==> src/rtl/axi4_lite_Defs.sv <==
// ---------------------------------------------------------------------------
// axi4_lite_Defs
// Shared definitions for the AXI4-Lite register file:
//   - default bus address / data widths
//   - AXI response encodings
//   - write- and read-channel FSM state types
// ---------------------------------------------------------------------------
package axi4_lite_Defs;

  localparam int Addr_Width = 32;
  localparam int Data_Width = 32;

  localparam logic [1:0] RESP_OKAY   = 2'b00;
  localparam logic [1:0] RESP_SLVERR = 2'b10;

  // Write channel: ADDR = address held waiting for data,
  //                DATA = data held waiting for address.
  typedef enum logic [1:0] {
    W_IDLE = 2'd0,
    W_ADDR = 2'd1,
    W_DATA = 2'd2,
    W_RESP = 2'd3
  } wr_state_e;

  typedef enum logic {
    R_IDLE = 1'b0,
    R_RESP = 1'b1
  } rd_state_e;

endpackage

==> src/rtl/axi4_lite_strb_merge.sv <==
// ---------------------------------------------------------------------------
// axi4_lite_strb_merge
// Combinational byte-lane merge: lane b of the result is new_i where
// strb_i[b] is set, otherwise old_i.
// Ports:
//   old_i    [DATA_WIDTH-1:0]   current register contents
//   new_i    [DATA_WIDTH-1:0]   incoming write data
//   strb_i   [DATA_WIDTH/8-1:0] byte-lane strobes
//   merged_o [DATA_WIDTH-1:0]   merged value
// ---------------------------------------------------------------------------
module axi4_lite_strb_merge #(
  parameter int DATA_WIDTH = 32
) (
  input  logic [DATA_WIDTH-1:0]   old_i,
  input  logic [DATA_WIDTH-1:0]   new_i,
  input  logic [DATA_WIDTH/8-1:0] strb_i,
  output logic [DATA_WIDTH-1:0]   merged_o
);

  for (genvar gi = 0; gi < DATA_WIDTH / 8; gi++) begin : g_lane
    assign merged_o[gi*8 +: 8] = strb_i[gi] ? new_i[gi*8 +: 8] : old_i[gi*8 +: 8];
  end

endmodule

==> src/rtl/axi4_lite_slave_regfile.sv <==
// ---------------------------------------------------------------------------
// axi4_lite_slave_regfile
// AXI4-Lite slave exposing NUM_REGS registers of DATA_WIDTH bits. Registers
// flagged in RO_MASK are read-only and reflect the matching ro_in lane.
// Write and read channels run independent FSMs.
// Ports:
//   ACLK, ARESETN                 clock, asynchronous active-low reset
//   AW*/W*/B*                     AXI4-Lite write address/data/response
//   AR*/R*                        AXI4-Lite read address/data
//   reg_q  [NUM_REGS*DATA_WIDTH]  register contents, reg i at [i*DW +: DW]
//   ro_in  [NUM_REGS*DATA_WIDTH]  hardware values for read-only slots
// ---------------------------------------------------------------------------
module axi4_lite_slave_regfile
  import axi4_lite_Defs::*;
#(
  parameter int                    ADDR_WIDTH = Addr_Width,
  parameter int                    DATA_WIDTH = Data_Width,
  parameter int                    NUM_REGS   = 8,
  parameter logic [NUM_REGS-1:0]   RO_MASK    = '0,
  parameter logic [DATA_WIDTH-1:0] RESET_VAL  = '0
) (
  input  logic                           ACLK,
  input  logic                           ARESETN,
  input  logic [ADDR_WIDTH-1:0]          AWADDR,
  input  logic                           AWVALID,
  output logic                           AWREADY,
  input  logic [DATA_WIDTH-1:0]          WDATA,
  input  logic [DATA_WIDTH/8-1:0]        WSTRB,
  input  logic                           WVALID,
  output logic                           WREADY,
  output logic [1:0]                     BRESP,
  output logic                           BVALID,
  input  logic                           BREADY,
  input  logic [ADDR_WIDTH-1:0]          ARADDR,
  input  logic                           ARVALID,
  output logic                           ARREADY,
  output logic [DATA_WIDTH-1:0]          RDATA,
  output logic [1:0]                     RRESP,
  output logic                           RVALID,
  input  logic                           RREADY,
  output logic [NUM_REGS*DATA_WIDTH-1:0] reg_q,
  input  logic [NUM_REGS*DATA_WIDTH-1:0] ro_in
);

  localparam int STRB_W   = DATA_WIDTH / 8;
  localparam int ADDR_LSB = $clog2(STRB_W);
  localparam int IDX_BITS = $clog2(NUM_REGS);
  // A single register still needs a 1-bit index so slices stay legal; that
  // bit then lies in the "high" field and is range-checked there.
  localparam int IDX_W    = (IDX_BITS > 0) ? IDX_BITS : 1;
  // Slot table is padded to a power of two so any index value is a legal
  // array reference; padding slots read as zero and are rejected by decode.
  localparam int SLOTS    = 1 << IDX_W;
  localparam int HI_LSB   = ADDR_LSB + IDX_BITS;

  // -------------------------------------------------------------------------
  // State
  // -------------------------------------------------------------------------
  wr_state_e w_state_q, w_state_d;
  rd_state_e r_state_q, r_state_d;

  logic [ADDR_WIDTH-1:0] awaddr_q;
  logic [DATA_WIDTH-1:0] wdata_q;
  logic [STRB_W-1:0]     wstrb_q;
  logic [1:0]            bresp_q;
  logic [DATA_WIDTH-1:0] rdata_q;
  logic [1:0]            rresp_q;

  logic [DATA_WIDTH-1:0] slot_val [SLOTS];
  logic [SLOTS-1:0]      slot_ro;

  // -------------------------------------------------------------------------
  // Write path: the effective address/data come from the holding registers
  // when that half arrived earlier, otherwise straight from the bus.
  // -------------------------------------------------------------------------
  logic                  aw_hs, w_hs, wr_commit;
  logic [ADDR_WIDTH-1:0] wr_addr_eff;
  logic [DATA_WIDTH-1:0] wr_data_eff;
  logic [STRB_W-1:0]     wr_strb_eff;
  logic [IDX_W-1:0]      wr_idx;
  logic                  wr_in_range, wr_ok;

  assign aw_hs = AWVALID & AWREADY;
  assign w_hs  = WVALID & WREADY;

  // Commit on the edge completing the second of the two handshakes.
  assign wr_commit = ((w_state_q == W_IDLE) & aw_hs & w_hs) |
                     ((w_state_q == W_ADDR) & w_hs) |
                     ((w_state_q == W_DATA) & aw_hs);

  assign wr_addr_eff = (w_state_q == W_ADDR) ? awaddr_q : AWADDR;
  assign wr_data_eff = (w_state_q == W_DATA) ? wdata_q  : WDATA;
  assign wr_strb_eff = (w_state_q == W_DATA) ? wstrb_q  : WSTRB;

  assign wr_idx      = wr_addr_eff[ADDR_LSB +: IDX_W];
  assign wr_in_range = ((wr_addr_eff >> HI_LSB) == '0) && (32'(wr_idx) < NUM_REGS);
  assign wr_ok       = wr_in_range && !slot_ro[wr_idx];

  // -------------------------------------------------------------------------
  // Read decode
  // -------------------------------------------------------------------------
  logic             ar_hs;
  logic [IDX_W-1:0] rd_idx;
  logic             rd_in_range;

  assign ar_hs       = ARVALID & ARREADY;
  assign rd_idx      = ARADDR[ADDR_LSB +: IDX_W];
  assign rd_in_range = ((ARADDR >> HI_LSB) == '0) && (32'(rd_idx) < NUM_REGS);

  // Sub-word address bits and ro_in lanes of writable slots are don't-care.
  logic unused_sink;
  assign unused_sink = ^{wr_addr_eff, ARADDR, ro_in};

  // -------------------------------------------------------------------------
  // Register slots
  // -------------------------------------------------------------------------
  for (genvar gi = 0; gi < SLOTS; gi++) begin : g_slot
    if (gi < NUM_REGS) begin : g_used
      if (RO_MASK[gi]) begin : g_ro
        // Read-only: mirrors the hardware input with no storage.
        assign slot_val[gi] = ro_in[gi*DATA_WIDTH +: DATA_WIDTH];
        assign slot_ro[gi]  = 1'b1;
      end else begin : g_rw
        logic [DATA_WIDTH-1:0] data_q;
        logic [DATA_WIDTH-1:0] merged;

        axi4_lite_strb_merge #(
          .DATA_WIDTH(DATA_WIDTH)
        ) u_merge (
          .old_i   (data_q),
          .new_i   (wr_data_eff),
          .strb_i  (wr_strb_eff),
          .merged_o(merged)
        );

        always_ff @(posedge ACLK or negedge ARESETN) begin
          if (!ARESETN) begin
            data_q <= RESET_VAL;
          end else if (wr_commit && wr_ok && (wr_idx == IDX_W'(gi))) begin
            data_q <= merged;
          end
        end

        assign slot_val[gi] = data_q;
        assign slot_ro[gi]  = 1'b0;
      end
      assign reg_q[gi*DATA_WIDTH +: DATA_WIDTH] = slot_val[gi];
    end else begin : g_pad
      assign slot_val[gi] = '0;
      assign slot_ro[gi]  = 1'b0;
    end
  end

  // -------------------------------------------------------------------------
  // Write FSM
  // -------------------------------------------------------------------------
  always_ff @(posedge ACLK or negedge ARESETN) begin
    if (!ARESETN) begin
      w_state_q <= W_IDLE;
    end else begin
      w_state_q <= w_state_d;
    end
  end

  always_comb begin
    w_state_d = w_state_q;
    AWREADY   = 1'b0;
    WREADY    = 1'b0;
    BVALID    = 1'b0;
    case (w_state_q)
      W_IDLE: begin
        AWREADY = ARESETN;
        WREADY  = ARESETN;
        if (AWVALID && WVALID) begin
          w_state_d = W_RESP;
        end else if (AWVALID) begin
          w_state_d = W_ADDR;
        end else if (WVALID) begin
          w_state_d = W_DATA;
        end
      end
      W_ADDR: begin
        WREADY = ARESETN;
        if (WVALID) begin
          w_state_d = W_RESP;
        end
      end
      W_DATA: begin
        AWREADY = ARESETN;
        if (AWVALID) begin
          w_state_d = W_RESP;
        end
      end
      W_RESP: begin
        BVALID = 1'b1;
        if (BREADY) begin
          w_state_d = W_IDLE;
        end
      end
      default: w_state_d = W_IDLE;
    endcase
  end

  // Holding registers for whichever half arrives first, plus the response.
  always_ff @(posedge ACLK or negedge ARESETN) begin
    if (!ARESETN) begin
      awaddr_q <= '0;
      wdata_q  <= '0;
      wstrb_q  <= '0;
      bresp_q  <= RESP_OKAY;
    end else begin
      if ((w_state_q == W_IDLE) && aw_hs) begin
        awaddr_q <= AWADDR;
      end
      if ((w_state_q == W_IDLE) && w_hs) begin
        wdata_q <= WDATA;
        wstrb_q <= WSTRB;
      end
      if (wr_commit) begin
        bresp_q <= wr_ok ? RESP_OKAY : RESP_SLVERR;
      end
    end
  end

  assign BRESP = bresp_q;

  // -------------------------------------------------------------------------
  // Read FSM
  // -------------------------------------------------------------------------
  always_ff @(posedge ACLK or negedge ARESETN) begin
    if (!ARESETN) begin
      r_state_q <= R_IDLE;
    end else begin
      r_state_q <= r_state_d;
    end
  end

  always_comb begin
    r_state_d = r_state_q;
    ARREADY   = 1'b0;
    RVALID    = 1'b0;
    case (r_state_q)
      R_IDLE: begin
        ARREADY = ARESETN;
        if (ARVALID) begin
          r_state_d = R_RESP;
        end
      end
      R_RESP: begin
        RVALID = 1'b1;
        if (RREADY) begin
          r_state_d = R_IDLE;
        end
      end
      default: r_state_d = R_IDLE;
    endcase
  end

  // Captures the slot value as it is before any same-edge write commit, so
  // a colliding read returns the pre-write contents.
  always_ff @(posedge ACLK or negedge ARESETN) begin
    if (!ARESETN) begin
      rdata_q <= '0;
      rresp_q <= RESP_OKAY;
    end else if (ar_hs) begin
      rdata_q <= rd_in_range ? slot_val[rd_idx] : '0;
      rresp_q <= rd_in_range ? RESP_OKAY : RESP_SLVERR;
    end
  end

  assign RDATA = rdata_q;
  assign RRESP = rresp_q;

endmodule

==> config.mk <==
export PLATFORM = sky130hd
export DESIGN_NAME = axi4_lite_slave_regfile
export DESIGN_NICKNAME = d
export VERILOG_FILES = /design/src/rtl/axi4_lite_Defs.sv /design/src/rtl/axi4_lite_strb_merge.sv /design/src/rtl/axi4_lite_slave_regfile.sv
export SDC_FILE = /design/constraint.sdc
export NUM_CORES = 1
export LEC_CHECK = 0
export CAP_MARGIN = 10
export CORE_AREA = 2 2 256 258
export DETAILED_ROUTE_END_ITERATION = 7
export DIE_AREA = 0 0 258 260
export GPL_ROUTABILITY_DRIVEN = 0
export GPL_TIMING_DRIVEN = 0
export PLACE_DENSITY = 0.67
export SYNTH_ARGS = -nofsm -noshare
export SYNTH_HDL_FRONTEND = slang
export SYNTH_HIERARCHICAL = 1
export SYNTH_SLANG_ARGS = --single-unit
==> constraint.sdc <==
create_clock -name ACLK -period 3.4 [get_ports ACLK]
set_input_delay 0.51 -clock ACLK [delete_from_list [all_inputs] [get_ports ACLK]]
set_output_delay 0.51 -clock ACLK [all_outputs]
set_load 0.05 [all_outputs]
==> Word-level counts from Yosys, hierarchy flattened <==
Memory sizes are Yosys's and may differ from the RTL's.
Index checks and enable logic that the tools add are counted.
{ "word_totals": {"reg_bits": 363, "romBits": 8, "in_bits": 363, "out_inout_bits": 297, "mem_count": 1} }
{ "classes": {"magnitude_cmp": 2, "n_eq_ne": 14, "muxes": 25, "bitwise": 11, "n_reduce_logical": 53} }
{ "memory_table": {"columns": ["name", "depth", "word_bits", "read_ports", "rd_ports_with_merged_regs", "write_ports", "line", "source"], "rows": [
  ["(no name shown)", 8, 1, 1, 0, 0, "axi4_lite_slave_regfile.sv:97", "assign wr_ok = wr_in_range && !slot_ro[wr_idx];"]
]} }
{ "ops": {"columns": ["op", "n"], "rows": [
  ["$mux W32", 5],
  ["$bmux W32 S3", 1],
  ["$logic_not A32 Y1", 2],
  ["$reduce_and A2 Y1", 32],
  ["$mux W2", 8],
  ["$logic_and A1 B1 Y1", 13],
  ["$eq A3 B3 Y1 const B", 4],
  ["$mux W1", 8],
  ["$pmux W2 S4", 1],
  ["$and A1 B1 Y1", 7],
  ["$eq A3 B2 Y1 const B", 2],
  ["$ne A2 B2 Y1 const B", 3],
  ["$eq A2 B2 Y1 const B", 2],
  ["$ge A4 B4 Y1 const B", 1],
  ["$lt A3 B4 Y1 const B", 1],
  ["$mux W4", 1],
  ["$ne A4 B4 Y1 const B", 1],
  ["$not A3 Y4", 1],
  ["$reduce_and A4 Y1", 1],
  ["$reduce_or A2 Y1", 2],
  ["$eq A3 B1 Y1 const B", 1],
  ["$logic_not A3 Y1", 1],
  ["$eq A2 B1 Y1 const B", 1],
  ["$logic_not A2 Y1", 1],
  ["4 further kinds", 5]
]} }

==> Longest topological paths before layout <==
{ "logic_depth": {"depth_word": 11, "depth_mapped": 9, "depth_no_buf": 7} }

==> By module <==
The synthesis kept the hierarchy.
{ "by_module_without_submodules": {"columns": ["module", "n_inst", "cells_per_inst", "area_per_inst_um2", "seq_area_each_um2"], "rows": [
  ["axi4_lite_slave_regfile", 1, 1027, 15897.7, 8983.6],
  ["axi4_lite_strb_merge", 8, 36, 525.5, 0.0]
]} }

==> Worst setup path before layout <==
Ideal clock, no wire load.
{ "synth_path": {"path_kind": "reg2reg", "from": "register w_state_q[0]", "to": "register g_slot[0].g_used.g_rw.data_q[0]", "setup_time_ns": 0.125, "t_arrival_ns": 2.521, "required_ns": 3.275, "setup_slack_ns": 0.754, "path_stages_with_launch": 9, "path_buffers": 3, "synth_period_minus_slack_ns": 2.646, "cell_sequence": "dfrtp_1 -> inv_1 -> ha_1 -> clkbuf_1 -> clkbuf_1 -> mux2_2 -> buf_6 -> mux2_4 -> mux2_2"} }
{ "synth_rtl": {"columns": ["item", "line", "source"], "rows": [
  ["from (decl)", "axi4_lite_slave_regfile.sv:59", "wr_state_e w_state_q, w_state_d;"],
  ["from (signal assigned)", "axi4_lite_slave_regfile.sv:161", "w_state_q <= w_state_d;"],
  ["$eq A2 B2 Y1", "axi4_lite_slave_regfile.sv:93", "assign wr_strb_eff = (w_state_q == W_DATA) ? wstrb_q : WSTRB;"],
  ["$mux W4", "axi4_lite_slave_regfile.sv:93", null],
  ["via wr_strb_eff[0]", "axi4_lite_slave_regfile.sv:79", "logic [STRB_W-1:0] wr_strb_eff;"],
  ["$reduce_and A2 Y1 (no line)", null, null],
  ["to (signal assigned)", "axi4_lite_slave_regfile.sv:140", "data_q <= merged;"],
  ["to (decl)", "axi4_lite_slave_regfile.sv:124", "logic [DATA_WIDTH-1:0] data_q;"]
]} }
The timed path passes the listed nets, and every way through them passes these cells. The select of a mux whose other input is x is not followed.
A chain may end at the register's enable or synchronous reset.

==> Worst setup path after layout <==
{ "layout_path": {"from": "register w_state_q[0]", "to": "output port AWREADY"} }
{ "layout_between": {"elab_chain_cells": 3} }
{ "layout_rtl": {"columns": ["item", "line", "source"], "rows": [
  ["$eq A2 B2 Y1 / $logic_not A2 Y1 (equally long branches)", "axi4_lite_slave_regfile.sv:170", "case (w_state_q)"],
  ["$reduce_or A2 Y1 (no line) *", null, null],
  ["$mux W1 *", "axi4_lite_slave_regfile.sv:170", null],
  ["to (decl)", "axi4_lite_slave_regfile.sv:26", "output logic AWREADY,"]
]} }
Mark *: on every way between the ends. The rest lies on a longest branch, timed or not.

==> qor.yml <==
outcome:
  status: "completed"
final_layout:
  fillers: 5806
  fin_area_um2: 26900
  fin_util_pct: 42.0
  fin_nets: 2144
  drive_gt1_share_pct: 46.0
  area_growth_pct: 33.8
worst_hold_path:
  min_path_type: "input port to flop"
  min_from: "RREADY"
routing:
  drt-pass1-iter-count: 5
  first_iter_violations: 576
  drt_wl_total_mm: 68.9
  vias: 13700
  avgRoutedWirePerCell_um: 25.9
  drcViolationCount: 0
  avgViaCountPerCell: 5.13
  ant_nets: 0
yosys:
  synth_seq_cells: 359
  yosysWarningCount: 6
  synth_top_area_share_pct: 44.7
  ys_top_cells_by_area: "dfrtp_1, mux2_2, mux2_4"
  avgSynthCellArea_um2: 15.3
  yosys.area.top_type: "dfrtp_1"
  yosysMostFrequentCell: "dfrtp_1"
  synth_area_um2: 20100
  synthCells: 1315
  synth_top_cells_by_count: "dfrtp_1, mux2_2, mux2_4"
  ys_types: 34
  synth_edf_count: 0
  async_reset_ff_share_pct: 100
  ys.flop_type: "dfrtp_1"
  ys_seq_area_share_pct: 44.7
worst_setup_path:
  endpoint_kind: "output pin"
  r2r_start: "w_state_q[1]"
  critical-path-slowest-cell: "clkdlybuf4s50_1"
  critPathArrivalTime_ns: 2.69
  cp-start-kind: "flop"
  worstPathRequired_ns: 2.89
  cp_max_fo: 13
  crit_buf_inv: 3
  cp_cell_sequence: "inv_1 > ha_1 > clkbuf_4 > o21a_1 > clkdlybuf4s50_1"
  path_class: "flop to output pin"
  crit_start: "w_state_q[0]"
  cp_top_family: "buffers and inverters"
  max_stage_delay_ns: 0.81
clocking:
  cts_tree: "built"
  clkSinkCount: 359
  clk_latency_ns: 0.58
  htree_levels: 2
  cts_root_buffer: "clkbuf_16"
  clock_path_buffers: 3
  clkTransAtPathRegs_ns: 0.06
  cts_inserted_buffers: 44
sta:
  relSlewSlack_pct: 27.6
  tightest_slew_ns: 1.09
  rsz0062_at_grt: "false"
  setup_ws_ns: 0.199
  min_period_ns: 3.20
  clock_skew_ns: 0.0283
  slew_violations: 0
  finalHoldViolations: 0
  finalCritPeriodShare_pct: 94.2
  fmax_ghz: 0.312
  setup_violations: 0
  finalSetupTns_ns: 0
global_route:
  grt_max_degree: 114
  antenna_found_initial: 9
  grt_pass1_wl_mm: 99.9
  grt_pass1_vias: 14700
  grtUsageTotal_pct: 20.2
  grt_overflow_total: 0
power_and_ir_drop:
  power_frac_clock_pct: 31.0
  power_frac_comb_pct: 37.9
  p_sw_share_pct: 30.5
  power_switching_w: 0.00479
  power_density_nw_per_um2: 584
  p_int_w: 0.0109
  p_leak_nw: 12.3
  p_seq_share_pct: 31.1
  peakVddDrop_mv: 0.401
floorplanning:
  dieArea_um2: 67100
  die_y_um: 260
  die_width_um: 258
  io_pins: 660
  core_area_um2: 64100
  rows: 93
  initial_utilization_pct: 31.4
placed_design:
  dpl_cell_area_um2: 25200
  portBuffers: 394
  dp.final_hpwl_mm: 48.8
  place_ws_ns: -0.914
flow_run:
  cap_violations: 0
## power by group through the flow
| stage | clock network, W | registers [W] | logic, W |
|---|---|---|---|
| 6_report | 0.00487 | 0.00489 | 0.00596 |
| 5_1_grt | 0.00514 | 0.00493 | 0.00630 |
| 4_1_cts | 0.00498 | 0.00488 | 0.00599 |
| 3_5_place_dp | 0 | 0.00496 | 0.00595 |
| 3_3_place_gp | 0 | 0.00494 | 0.00578 |
| 2_1_floorplan | 0 | 0.00490 | 0.00460 |
## worst paths after layout
path | endpoint | slack [ns] | depth (start not counted)
min reg2reg | r_state_q | 0.49 | 1
min in group asynchronous | g_slot[2].g_used.g_rw.data_q[4] | 0.54 | 3
max reg2reg | g_slot[6].g_used.g_rw.data_q[14] | 0.26 | 9
min | r_state_q | 0.49 | 2
max | AWREADY | 0.20 | 5
max in group asynchronous | RDATA[0] | 1.81 | 4
## cells by family after synthesis
logic type                 synth area share (%)
muxes                                      48.1
DFF                                        44.7
buffers and inverters                      3.35
and+or+nand+nor                            2.12
AOI/OAI and AO/OA                          1.37
adders and majority gates                 0.311
other                                    0.0187
## placed cells by master (no fill, tap or decap), types with 3 or more instances in the layout
cell type / synthesis / routed
mux4_2: 64 / 64
clkbuf_8: 0 / 4
o21ai_0: 35 / 35
nand3_1: 3 / 3
mux2_2: 358 / 358
dfrtp_1: 359 / 359
buf_1: 6 / 6
nand4_1: 11 / 11
clkdlybuf4s50_1: 0 / 392
ha_1: 5 / 5
buf_16: 0 / 5
nor4_1: 17 / 17
dlygate4sd3_1: 0 / 3
mux2i_1: 36 / 36
buf_2: 32 / 32
nand2_1: 40 / 40
inv_1: 9 / 9
clkinvlp_4: 0 / 3
clkbuf_16: 0 / 45
nor2_1: 4 / 4
bufinv_16: 0 / 5
clkinv_2: 0 / 6
buf_4: 2 / 13
mux2_4: 256 / 256
clkbuf_1: 22 / 32
a21oi_1: 3 / 3
buf_6: 32 / 32
## layer usage
layer | global-route usage (%) | part of all wire [%] | vias up
li1 | - | - | 5853
met1 | 25.7 | 43 | 7262
met2 | 33.9 | 49 | 427
met3 | 4.49 | 5.7 | 118
met4 | 6.84 | 3.0 | 10
met5 | 0 | 0.084 | -
## through the flow
stage	hold slack, ns	total power (W)	std cells
5_1_grt	0.490	0.0164	2666
4_1_cts	0.455	0.0159	2658
3_5_place_dp	0.482	0.0109	2569
2_1_floorplan	0.214	0.00950	1316
3_3_place_gp	0.468	0.0107	2565
6_report	0.492	0.0157	2666
## registers in the layout (all words and copies together), names as in the netlist
name	flops
awaddr_q	30
wstrb_q	4
BRESP	1
wdata_q	32
RRESP	1
r_state_q	1
w_state_q	2
g_slot.g_used.g_rw.data_q	256
RDATA	32
## final cells by class
| cell class | count | area, um^2 | area share (%) |
|---|---|---|---|
| diodes | 1 | 2.50 | 0.00930 |
| plain buffers | 93 | 643 | 2.39 |
| clock buffers | 63 | 1230 | 4.59 |
| clock inverters | 17 | 229 | 0.851 |
| inverters | 9 | 33.8 | 0.126 |
| multi-input cells | 854 | 10500 | 38.9 |
| flip-flops and latches | 359 | 8980 | 33.4 |
| well taps | 855 | 1070 | 3.98 |
| repair buffers | 415 | 4250 | 15.8 |
## what timing repair did
item,CTS,global route
setup buffers,4,7
hold buffers,5,0
endpoints found under the hold margin,62,0
cloned,1,0
gates resized for setup,4,2
setup endpoints to repair,281,211
pin swaps,2,4
No activity file was read; power rests on OpenSTA's default activity.
